===== config.mk =====
export PLATFORM = sky130hd
export DESIGN_NAME = bitbrick_seq_mac
export DESIGN_NICKNAME = d
export VERILOG_FILES = /design/src/rtl/bitbrick_pkg.sv /design/src/rtl/bitbrick.sv /design/src/rtl/bitbrick_seq_mac.sv
export SDC_FILE = /design/constraint.sdc
export NUM_CORES = 1
export LEC_CHECK = 0
export CAP_MARGIN = 20
export CELL_PAD_IN_SITES_DETAIL_PLACEMENT = 0
export CELL_PAD_IN_SITES_GLOBAL_PLACEMENT = 2
export CORE_UTILIZATION = 30
export CTS_CLUSTER_DIAMETER = 30
export DETAILED_ROUTE_END_ITERATION = 10
export GPL_TIMING_DRIVEN = 0
export PLACE_DENSITY = 0.79
export SYNTH_ARGS = -nofsm -noshare
export SYNTH_HDL_FRONTEND = slang
export SYNTH_HIERARCHICAL = 1
export SYNTH_SLANG_ARGS = --single-unit

===== constraint.sdc =====
create_clock -name clk -period 5.3 [get_ports clk]
set_clock_uncertainty 0.05 [all_clocks]
set_input_delay 1.06 -clock clk [delete_from_list [all_inputs] [get_ports clk]]
set_output_delay 1.06 -clock clk [all_outputs]
set_load 0.02 [all_outputs]

===== src/rtl/bitbrick_pkg.sv =====
// Shared definitions for the bitbrick sequential MAC: precision codes,
// FSM state type and the crumb-count helper.
package bitbrick_pkg;

  localparam logic [1:0] PREC_2B = 2'b00;
  localparam logic [1:0] PREC_4B = 2'b01;
  localparam logic [1:0] PREC_8B = 2'b10;

  typedef enum logic [1:0] {
    ST_IDLE = 2'd0,
    ST_RUN  = 2'd1,
    ST_DONE = 2'd2
  } state_e;

  // Number of 2-bit crumbs per operand; the reserved code 11 behaves as 8b.
  function automatic logic [2:0] crumb_count(input logic [1:0] prec);
    logic [2:0] c;
    case (prec)
      PREC_2B: c = 3'd1;
      PREC_4B: c = 3'd2;
      default: c = 3'd4;
    endcase
    return c;
  endfunction

endpackage


===== src/rtl/bitbrick.sv =====
// 2-bit x 2-bit multiplier brick; sel[1]/sel[0] mark a/b as two's complement.
// p is the 4-bit product, to be read as signed whenever sel is non-zero.
module bitbrick (
  input  logic [1:0] a,
  input  logic [1:0] b,
  input  logic [1:0] sel,
  output logic [3:0] p
);

  logic signed [3:0] a_x;
  logic signed [3:0] b_x;
  logic signed [3:0] prod;

  // Every product of two 2-bit operands fits in 4 bits, so the low half is exact.
  assign a_x  = {{2{sel[1] & a[1]}}, a};
  assign b_x  = {{2{sel[0] & b[1]}}, b};
  assign prod = a_x * b_x;
  assign p    = prod;

endmodule


===== src/rtl/bitbrick_seq_mac.sv =====
// Sequential 2/4/8-bit MAC that walks crumb pairs through one bitbrick.
// Define BITBRICK_SEQ_MAC_SAT_EN for saturating accumulation and a sticky sat_flag.
module bitbrick_seq_mac
  import bitbrick_pkg::*;
#(
  parameter int ACC_W = 24
) (
  input  logic             clk,
  input  logic             nrst,
  input  logic             in_valid,
  output logic             in_ready,
  input  logic [7:0]       a,
  input  logic [7:0]       b,
  input  logic [1:0]       prec,
  input  logic             a_signed,
  input  logic             b_signed,
  input  logic             acc_clr,
  output logic             out_valid,
  input  logic             out_ready,
`ifdef BITBRICK_SEQ_MAC_SAT_EN
  output logic             sat_flag,
`endif
  output logic [ACC_W-1:0] acc_out
);

  // Handshakes: a transfer happens on any rising edge where valid & ready are both high.
  state_e                   state_q, state_d;
  logic [7:0]               a_q, a_d, b_q, b_d;
  logic [1:0]               prec_q, prec_d;
  logic                     as_q, as_d, bs_q, bs_d, clr_q, clr_d;
  logic [1:0]               i_q, i_d, j_q, j_d;
  logic signed [ACC_W-1:0]  acc_q, acc_d;

  logic [2:0]               c_cnt;
  logic [1:0]               last_idx;
  logic [1:0]               bb_a, bb_b, bb_sel;
  logic [3:0]               bb_p;
  logic [3:0]               shamt;
  logic signed [ACC_W-1:0]  p_ext, term, base, acc_next;
  logic                     clip;

  assign c_cnt    = crumb_count(prec_q);
  assign last_idx = 2'(c_cnt - 3'd1);

  assign bb_a   = a_q[{i_q, 1'b0} +: 2];
  assign bb_b   = b_q[{j_q, 1'b0} +: 2];
  assign bb_sel = {as_q & (i_q == last_idx), bs_q & (j_q == last_idx)};

  bitbrick u_bitbrick (
    .a   (bb_a),
    .b   (bb_b),
    .sel (bb_sel),
    .p   (bb_p)
  );

  assign p_ext = (bb_sel != 2'b00) ? {{(ACC_W-4){bb_p[3]}}, bb_p}
                                   : {{(ACC_W-4){1'b0}}, bb_p};
  assign shamt = {1'b0, i_q, 1'b0} + {1'b0, j_q, 1'b0};
  assign term  = p_ext << shamt;
  // A latched clear turns the first crumb pair into a load.
  assign base  = (clr_q && i_q == 2'd0 && j_q == 2'd0) ? '0 : acc_q;

`ifdef BITBRICK_SEQ_MAC_SAT_EN
  logic signed [ACC_W:0] sum_w;
  logic                  sat_q, sat_d;

  assign sum_w = {base[ACC_W-1], base} + {term[ACC_W-1], term};
  assign clip  = sum_w[ACC_W] != sum_w[ACC_W-1];
  assign acc_next = !clip        ? sum_w[ACC_W-1:0] :
                    sum_w[ACC_W] ? {1'b1, {(ACC_W-1){1'b0}}} :
                                   {1'b0, {(ACC_W-1){1'b1}}};
  assign sat_flag = sat_q;
`else
  assign acc_next = base + term;
  assign clip     = 1'b0;
`endif

  always_comb begin
    state_d = state_q;
    a_d     = a_q;
    b_d     = b_q;
    prec_d  = prec_q;
    as_d    = as_q;
    bs_d    = bs_q;
    clr_d   = clr_q;
    i_d     = i_q;
    j_d     = j_q;
    acc_d   = acc_q;
`ifdef BITBRICK_SEQ_MAC_SAT_EN
    sat_d   = sat_q;
`endif
    case (state_q)
      ST_IDLE: begin
        if (in_valid) begin
          a_d     = a;
          b_d     = b;
          prec_d  = prec;
          as_d    = a_signed;
          bs_d    = b_signed;
          clr_d   = acc_clr;
          i_d     = 2'd0;
          j_d     = 2'd0;
          state_d = ST_RUN;
`ifdef BITBRICK_SEQ_MAC_SAT_EN
          if (acc_clr) sat_d = 1'b0;
`endif
        end
      end
      ST_RUN: begin
        acc_d = acc_next;
`ifdef BITBRICK_SEQ_MAC_SAT_EN
        sat_d = sat_q | clip;
`endif
        // j is the inner loop over b crumbs, i the outer loop over a crumbs.
        if (j_q == last_idx) begin
          j_d = 2'd0;
          if (i_q == last_idx) begin
            i_d     = 2'd0;
            state_d = ST_DONE;
          end else begin
            i_d = i_q + 2'd1;
          end
        end else begin
          j_d = j_q + 2'd1;
        end
      end
      ST_DONE: begin
        if (out_ready) state_d = ST_IDLE;
      end
      default: state_d = ST_IDLE;
    endcase
  end

  always_ff @(posedge clk or negedge nrst) begin
    if (!nrst) begin
      state_q <= ST_IDLE;
      a_q     <= '0;
      b_q     <= '0;
      prec_q  <= PREC_2B;
      as_q    <= 1'b0;
      bs_q    <= 1'b0;
      clr_q   <= 1'b0;
      i_q     <= '0;
      j_q     <= '0;
      acc_q   <= '0;
`ifdef BITBRICK_SEQ_MAC_SAT_EN
      sat_q   <= 1'b0;
`endif
    end else begin
      state_q <= state_d;
      a_q     <= a_d;
      b_q     <= b_d;
      prec_q  <= prec_d;
      as_q    <= as_d;
      bs_q    <= bs_d;
      clr_q   <= clr_d;
      i_q     <= i_d;
      j_q     <= j_d;
      acc_q   <= acc_d;
`ifdef BITBRICK_SEQ_MAC_SAT_EN
      sat_q   <= sat_d;
`endif
    end
  end

  assign in_ready  = (state_q == ST_IDLE);
  assign out_valid = (state_q == ST_DONE);
  assign acc_out   = acc_q;

endmodule


==> impl_metrics.yaml, run 1 <==
yosys:
  synth.largest_area_cell: "dfrtp_1"
  synth-simple-area-share_pct: 24.6
  synth_compound_area_share_pct: 20.7
  synth_xor_area_share_pct: 4.18
  ys_seq_area_share_pct: 32.1
  synth_nets: 542
  synth_area_leaders: "dfrtp_1, nand2_1, ha_1, and2_1, a21oi_1"
  yosysMostFrequentCell: "nand2_1"
  yosys_warnings: 6
  ys_async_sr_fraction_pct: 100
  synth_top_family_by_area: "simple AND/OR/NAND/NOR gates"
  synthAdderAreaFrac_pct: 10.5
  muxShareOfSynthArea_pct: 3.68
  ys_types: 62
  avgSynthCellArea_um2: 8.18
  syn_inst: 486
  netlist_area_um2: 3980
  synth_top_cell_area_share_pct: 32.1
  ys_ff_latch: 51
  synthTopCellsByCount: "nand2_1, dfrtp_1, a21oi_1, o21ai_0, and2_1"
  synth_flop_cell: "dfrtp_1"
  synth-edff-count: 0
clock_network:
  clkSlewWorstSetupHoldPaths_ps: 80
  cts_root_buf: "clkbuf_16"
  clockBufferDepth: 2
  numCtsBuffers: 5
  cts_tree: "built"
  cts_sinks: 51
  cts_hold_buf: 0
  cts_max_level: 2
  clk_latency_ps: 300
route:
  routed_via_density: 5.01
  drc_errors: 0
  drtAntennaViolNets: 0
  drtIter0Drc: 169
  routed_wirelength_um: 11700
  wl_per_cell_um: 15.8
  drtPass1Iterations: 4
  vias: 3705
pwr:
  netSwitchingFraction_pct: 47.8
  seqPwrFrac_pct: 21.8
  p_per_area_nw_per_um2: 578
  peakVddDrop_mv: 0.204
  p_int_w: 0.00162
  p_comb_share_pct: 66.5
  p_switching_w: 0.00148
  clkPwrFrac_pct: 11.7
  finalPower_w: 0.00310
  power.leakage_nw: 2.27
critical_path:
  crit_type: "flip-flop to flip-flop"
  cpMostUsedCell: "inv_2"
  cp_data_required_time_ps: 5420
  worstPathCellList: "buf_6 -> or4_4 -> a21boi_4 -> nand2_2 -> inv_2 -> nand2b_4 -> fa_1 -> inv_2 -> fa_2 -> xor2_2 -> xnor2_2 -> o21ai_4 -> nor2_4 -> a21oi_1 -> o22ai_2 -> ha_4 -> and4_4 -> and3_4 -> a221oi_4 -> a211oi_4 -> o21ai_2 -> mux2i_1 -> o311ai_1"
  endpoint_kind: "flip-flop"
  cp_max_fo: 5
  critPathTopFamily: "compound AO/OA/AOI/OAI gates"
  slowest_delay_ps: 550
  critPathBufInv: 3
  slowest_stage: "or4_4"
  crit_arrival_ps: 5300
  crit_path_start_kind: "flip-flop"
timing:
  worst_slack_ps: 112
  tightest_slew_ps: 763
  slew_violations: 0
  rsz0062_at_grt: "true"
  hold_violations: 0
  max_freq_ghz: 0.193
  final.min_clock_period_ps: 5190
  slew_headroom_pct: 49.1
  finalSetupViolations: 0
  finalCritPeriodShare_pct: 97.9
  finalSetupTns_ps: 0
placed_design:
  portBuffers: 50
  gp_congestion: 0.828
  dp_hpwl_um: 8650
  pre_cts_ws_ps: -617
global_routing:
  grt_pass1_wl_um: 18400
  grt_pass1_vias: 3541
  track_usage_pct: 17.7
  grt-ovfl-total: 0
  antenna_found_initial: 0
  grt_max_degree: 37
die:
  core_area_um2: 12800
  ios: 51
  fp.dieH_um: 117
  dieArea_um2: 13700
  die_w_um: 117
  initial_core_util_pct: 31.1
  rows: 41
cells_and_area:
  post-route-util_pct: 42.1
  fillCellCount: 1272
  drive_gt1_share_pct: 17.1
  n_antenna_cell: 0
  finalNetCount: 623
  area_growth_pct: 35.0
job:
  maxCapViolations: 0
hold_path:
  min_path_type: "flip-flop to flip-flop"
run_status:
  status: "completed"
-- registers in the layout (all words and copies together) (netlist names) --
| signal | flops |
|---|---|
| prec_q | 2 |
| b_q | 8 |
| state_q | 2 |
| bs_q | 1 |
| j_q | 2 |
| acc_out | 24 |
| a_q | 8 |
| as_q | 1 |
| clr_q | 1 |
| i_q | 2 |
-- through the flow --
step | instance area, µm² | hold WS, ps | std cells
5_1_grt | 5370 | 457 | 740
3_5_place_dp | 4710 | 408 | 709
3_3_place_gp | 4690 | 405 | 708
4_1_cts | 5090 | 428 | 730
2_1_floorplan | 3980 | 387 | 486
6_report | 5370 | 424 | 740
-- cell type report --
class                           count  area, µm²  share of cell area (%)
Clock inverter                      3       31.3                   0.582
Sequential cell                    51       1280                    23.8
Multi-Input combinational cell    395       2840                    52.9
Inverter                           18       70.1                    1.30
Buffer                             20       90.1                    1.68
Clock buffer                        5        125                    2.33
Timing Repair Buffer               76        719                    13.4
Tap cell                          172        215                    4.01
-- worst min-delay path: stages (launching register included) --
cell     delay, ps
dfrtp_1        340
nand2_1         50
nand2_1         50
-- power by group through the flow --
stage	registers (W)	clock network (W)	logic, W
2_1_floorplan	0.000728	0	0.00117
3_3_place_gp	0.000678	0	0.00178
3_5_place_dp	0.000684	0	0.00178
4_1_cts	0.000677	0.000378	0.00191
5_1_grt	0.000701	0.000390	0.00228
6_report	0.000677	0.000364	0.00206
-- timing repair --
item                                    4_1_cts  5_1_grt
setup buffers                                14       11
resized for setup                            22       42
pin swaps                                    14       22
gates cloned                                  0        0
endpoints found under the setup margin       16       16
-- worst paths after layout --
kind                         from           to  slack, ps  cells past startpoint
min in group asynchronous    nrst   acc_out[8]        650                      1
max reg2reg                j_q[0]  acc_out[21]        110                     23
max in group asynchronous    nrst       j_q[1]       3990                      2
min reg2reg                b_q[2]       b_q[2]        420                      2
max                        j_q[0]  acc_out[21]        110                     23
min                        b_q[2]       b_q[2]        420                      2
-- cell usage in the layout (no fill, tap or decap), types with 5 or more instances in the layout --
master,n
a31oi_1,5
o21a_1,5
o21ai_1,7
ha_1,21
xor2_1,8
nand3_1,8
clkdlybuf4s50_1,49
a21oi_1,20
inv_1,14
and2_1,28
nor2b_1,5
o21ai_0,25
nor2_1,15
a21oi_2,9
a21o_1,5
buf_4,23
clkbuf_1,17
nor3_1,5
nand2_1,122
clkbuf_16,5
xnor2_1,9
o31ai_1,8
dfrtp_1,50
-- layer usage --
metal	share of wire (%)	vias up	track usage [%]
li1	-	1861	-
met1	49	1780	26.0
met5	0	-	0
met3	3.6	2	2.52
met4	0.34	0	4.05
met2	47	62	27.5
-- cells by family after synthesis --
| kind of cell | after synthesis |
|---|---|
| AND/OR/NAND/NOR | 212 |
| AO/OA/AOI/OAI | 125 |
| flip-flops | 51 |
| buffers and inverters | 40 |
| adder cells (fa/ha/maj) | 31 |
| XOR/XNOR | 19 |
| multiplexers | 8 |
No activity file was read; power rests on OpenSTA's default activity.
==> inputs of run 2 (changes only) <==
SLEW_MARGIN = 20   (was default)
==> run 2 against run 1 <==
  * Non-clock buffer count unchanged
  * Combinational power barely moved
  * Routed wire length unchanged
  * First-iteration DRC count stayed put
  * Critical endpoint unchanged
==> impl_metrics.yaml, run 2 (synthesis results as in run 1) <==
run_status:
  status: "completed"
pwr:
  peakVddDrop_mv: 0.204
  p_int_w: 0.00162
  p_switching_w: 0.00148
  p_per_area_nw_per_um2: 578
  power.leakage_nw: 2.27
  clkPwrFrac_pct: 11.7
  seqPwrFrac_pct: 21.8
  netSwitchingFraction_pct: 47.8
  p_comb_share_pct: 66.5
die:
  core_area_um2: 12800
  dieArea_um2: 13700
  initial_core_util_pct: 31.1
  die_w_um: 117
  ios: 51
  fp.dieH_um: 117
  rows: 41
global_routing:
  track_usage_pct: 17.7
  antenna_found_initial: 0
  grt_pass1_vias: 3541
  grt_max_degree: 37
  grt_pass1_wl_um: 18400
  grt-ovfl-total: 0
critical_path:
  cp_max_fo: 5
  worstPathCellList: "buf_6 -> or4_4 -> a21boi_4 -> nand2_2 -> inv_2 -> nand2b_4 -> fa_1 -> inv_2 -> fa_2 -> xor2_2 -> xnor2_2 -> o21ai_4 -> nor2_4 -> a21oi_1 -> o22ai_2 -> ha_4 -> and4_4 -> and3_4 -> a221oi_4 -> a211oi_4 -> o21ai_2 -> mux2i_1 -> o311ai_1"
  slowest_delay_ps: 550
  crit_arrival_ps: 5300
  crit_path_start_kind: "flip-flop"
  cp_data_required_time_ps: 5420
  endpoint_kind: "flip-flop"
  crit_type: "flip-flop to flip-flop"
  critPathTopFamily: "compound AO/OA/AOI/OAI gates"
  critPathBufInv: 3
  slowest_stage: "or4_4"
  cpMostUsedCell: "inv_2"
timing:
  finalCritPeriodShare_pct: 97.9
  max_freq_ghz: 0.193
  slew_headroom_pct: 49.1
  finalSetupTns_ps: 0
  final.min_clock_period_ps: 5190
  hold_violations: 0
  slew_violations: 0
  finalSetupViolations: 0
  rsz0062_at_grt: "true"
  tightest_slew_ps: 763
cells_and_area:
  area_growth_pct: 35.1
  n_antenna_cell: 0
  final_cell_mix: "nand2_1, dfrtp_1, clkdlybuf4s50_1"
  finalNetCount: 623
  final_common_cell: "nand2_1"
  largest_register_ffs: 24
  drive_gt1_share_pct: 17.1
  fin_cells: 740
placed_design:
  dp_cells: 709
  dp_hpwl_um: 8650
  portBuffers: 50
  gp_congestion: 0.828
clock_network:
  clockBufferDepth: 2
  clk_latency_ps: 300
  cts_sinks: 51
  clkSlewWorstSetupHoldPaths_ps: 80
  cts_hold_buf: 0
  cts_tree: "built"
  numCtsBuffers: 5
  cts_max_level: 2
  cts_root_buf: "clkbuf_16"
route:
  vias: 3705
  routed_via_density: 5.01
  wl_per_cell_um: 15.8
  drtIter0Drc: 169
  drtAntennaViolNets: 0
  routed_wirelength_um: 11700
  drc_errors: 0
  drtPass1Iterations: 4
hold_path:
  min_path_type: "flip-flop to flip-flop"
job:
  maxCapViolations: 0
## run 2: cell types whose count changed in the layout (fill, tap and decap cells not counted)
cell,before,now
buf_2,1,0
buf_4,23,24
## run 2: what timing repair did
action | 4_1_cts | 5_1_grt
setup buffers | 14 | 11
endpoints found under the hold margin | 0 | 0
setup endpoints to repair | 16 | 16
resized for setup | 22 | 42
pin swaps | 14 | 22
## run 2: layout make-up
type                       count  area, µm²
fill                        1272       7400
inverter                      18       70.1
tap                          172        215
timing repair buffer          76        722
multi-input combinational    395       2840
clock inverter                 3       31.3
buffer                        20       90.1
sequential                    51       1280
clock buffer                   5        125
## run 2: final timing paths
check	from	end	slack, ps	cells after the start
worst min register to register	b_q[2]	b_q[2]	420	2
min in group asynchronous	nrst	acc_out[8]	570	1
max in group asynchronous	nrst	j_q[1]	4140	2
worst max register to register	j_q[0]	acc_out[21]	110	23
worst min-delay path	b_q[2]	b_q[2]	420	2
worst max-delay path	j_q[0]	acc_out[21]	110	23
## run 2: worst min-delay path: stages (launching register included)
cell     delay, ps
dfrtp_1        340
nand2_1         50
nand2_1         50
## run 2: power by group through the flow
| stage | logic, W | registers (W) | clock network (W) |
|---|---|---|---|
| 4_1_cts | 0.00191 | 0.000677 | 0.000378 |
| 3_5_place_dp | 0.00178 | 0.000684 | 0 |
| 2_1_floorplan | 0.00117 | 0.000728 | 0 |
| 6_report | 0.00206 | 0.000677 | 0.000364 |
| 3_3_place_gp | 0.00178 | 0.000678 | 0 |
| 5_1_grt | 0.00228 | 0.000701 | 0.000390 |
## run 2: metrics by stage
stage / hold slack, ps / util [%] / total power (W) / setup slack (ps) / instance area (µm²)
floorplan: 387 / - / 0.00190 / 27.3 / 3980
global placement: 405 / 36.7 / 0.00245 / -574 / 4690
detailed placement: 408 / 36.9 / 0.00247 / -617 / 4710
CTS: 428 / 39.8 / 0.00296 / 15.1 / 5090
global route: 457 / 42.1 / 0.00337 / -102 / 5370
finish: 424 / 42.1 / 0.00311 / 112 / 5370
## run 2: metal layers
layer / vias to the layer above / global-route usage, % / routed length [µm]
met5: - / 0 / 0
met4: 0 / 4.05 / 40
met3: 2 / 2.52 / 421
met2: 62 / 27.5 / 5500
met1: 1780 / 26.0 / 5740
li1: 1861 / - / -
==> inputs of run 3 (changes only) <==
REMOVE_ABC_BUFFERS = 1   (was default)
==> run 3 against run 2 <==
  * Via count shrank 4.1%
  * Final cell count shrank 2.6%
  * Combinational power shrank 8%
  * Global-route usage shrank 1.7 points
  * Register-to-register slack gained 50 ps
  * Design area shrank 3.9%
  * Largest cell class unchanged
==> impl_metrics.yaml, run 3 (synthesis results as in run 1) <==
run_status:
  status: "completed"
pwr:
  p_switching_w: 0.00137
  power.leakage_nw: 2.25
  p_int_w: 0.00156
  seqPwrFrac_pct: 23.2
  clkPwrFrac_pct: 12.0
  p_comb_share_pct: 64.8
  p_per_area_nw_per_um2: 568
  finalPower_w: 0.00293
  peakVddDrop_mv: 0.307
  netSwitchingFraction_pct: 46.6
route:
  routed_via_density: 4.93
  routed_wirelength_um: 10400
  drtPass1Iterations: 4
  top_layer: "met4"
  met1_length_um: 4870
  wl_met3_um: 325
  wl_per_cell_um: 14.4
  drtAntennaViolNets: 0
  wl_met2_um: 5050
  drtIter0Drc: 166
  drc_errors: 0
  vias: 3552
cells_and_area:
  final_cell_mix: "nand2_1, clkdlybuf4s50_1, dfrtp_1"
  area_growth_pct: 29.8
  finalNetCount: 604
  largest_register_ffs: 24
  fin_cells: 721
  drive_gt1_share_pct: 15.1
  final_common_cell: "nand2_1"
  post-route-util_pct: 40.4
  n_antenna_cell: 0
  fillCellCount: 1318
timing:
  finalSetupViolations: 0
  final.min_clock_period_ps: 5140
  tightest_slew_ps: 794
  slew_violations: 0
  slew_headroom_pct: 46.9
  finalCritPeriodShare_pct: 97.0
  worst_slack_ps: 160
  max_freq_ghz: 0.195
  hold_violations: 0
  finalSetupTns_ps: 0
die:
  die_w_um: 117
  ios: 51
  initial_core_util_pct: 31.1
  core_area_um2: 12800
  fp.dieH_um: 117
  rows: 41
  dieArea_um2: 13700
clock_network:
  clkSlewWorstSetupHoldPaths_ps: 80
  clk_latency_ps: 310
  cts_hold_buf: 0
  cts_max_level: 2
  clockBufferDepth: 2
  numCtsBuffers: 5
  cts_root_buf: "clkbuf_16"
  cts_tree: "built"
  cts_sinks: 51
critical_path:
  endpoint_kind: "flip-flop"
  crit_path_start_kind: "flip-flop"
  crit_type: "flip-flop to flip-flop"
  reg2regPathDepth: 22
  cp_max_fo: 5
  crit_arrival_ps: 5270
  cp_data_required_time_ps: 5430
  rrSetupSlack_ps: 160
placed_design:
  dp_hpwl_um: 7460
  pre_cts_ws_ps: -758
  portBuffers: 50
  dp_cells: 687
  gp_congestion: 0.824
global_routing:
  grt_pass1_vias: 3396
  track_usage_pct: 16.0
  grt-ovfl-total: 0
  grt_pass1_wl_um: 16900
  grt_max_degree: 52
  antenna_found_initial: 0
job:
  maxCapViolations: 0
hold_path:
  min_path_type: "flip-flop to flip-flop"
  whs_path_depth: 2
run 3: cell types whose count changed in the layout (fill, tap and decap cells not counted), sizes merged:
cell	before	now
clkbuf	22	5
buf	30	28
run 3: per-layer routing:
metal  up-vias  track usage [%]
met2        52             26.6
met3         7             3.40
met5         -                0
li1       1825                -
met4         0             4.30
met1      1668             21.1
run 3: path summary, 6_finish.rpt:
check | start | end
min in group asynchronous | nrst | acc_out[22]
worst min-delay path | b_q[3] | b_q[3]
worst min register to register | b_q[3] | b_q[3]
worst max register to register | j_q[1] | acc_out[21]
worst max-delay path | j_q[1] | acc_out[21]
max in group asynchronous | nrst | j_q[0]
run 3: power by group through the flow:
stage | logic, W | registers, W | clock network (W)
after global placement | 0.00164 | 0.000686 | 0
after CTS | 0.00182 | 0.000681 | 0.000364
final | 0.00190 | 0.000679 | 0.000353
after floorplan | 0.00111 | 0.000737 | 0
after global routing | 0.00212 | 0.000706 | 0.000378
after detailed placement | 0.00170 | 0.000694 | 0
run 3: what timing repair did:
item | 4_1_cts | 5_1_grt
pin swaps | 9 | 19
buffers inserted | 12 | 14
endpoints found under the setup margin | 16 | 15
gates resized for setup | 21 | 19
run 3: final cells by class:
class / count / area (µm²) / share of cell area, %
Clock buffer: 5 / 125 / 2.42
Inverter: 18 / 70.1 / 1.36
Timing Repair Buffer: 77 / 721 / 14.0
Clock inverter: 3 / 28.8 / 0.557
Tap cell: 172 / 215 / 4.17
Multi-Input combinational cell: 395 / 2720 / 52.7
Sequential cell: 51 / 1280 / 24.8
run 3: through the flow:
step	area (µm²)	hold WS, ps
after floorplan	3880	387
after global placement	4590	402
after detailed placement	4620	404
after CTS	4970	424
after global routing	5160	445
final	5160	422
run 3: critical path, stage by stage, from the launching register on:
cell and delay [ps]:
dfrtp_2 430, or4_4 560, a21boi_4 180, nand2_2 70, inv_2 90, nand2b_4 50, fa_1 470, inv_1 50
fa_2 350, xor2_2 170, xnor2_2 290, o21ai_4 150, nor2_4 140, a21oi_2 50, o22ai_2 280, ha_4 260
and4_4 150, and3_4 190, a221oi_4 370, a211oi_4 130, o21ai_2 200, mux2i_1 200, o311ai_1 110
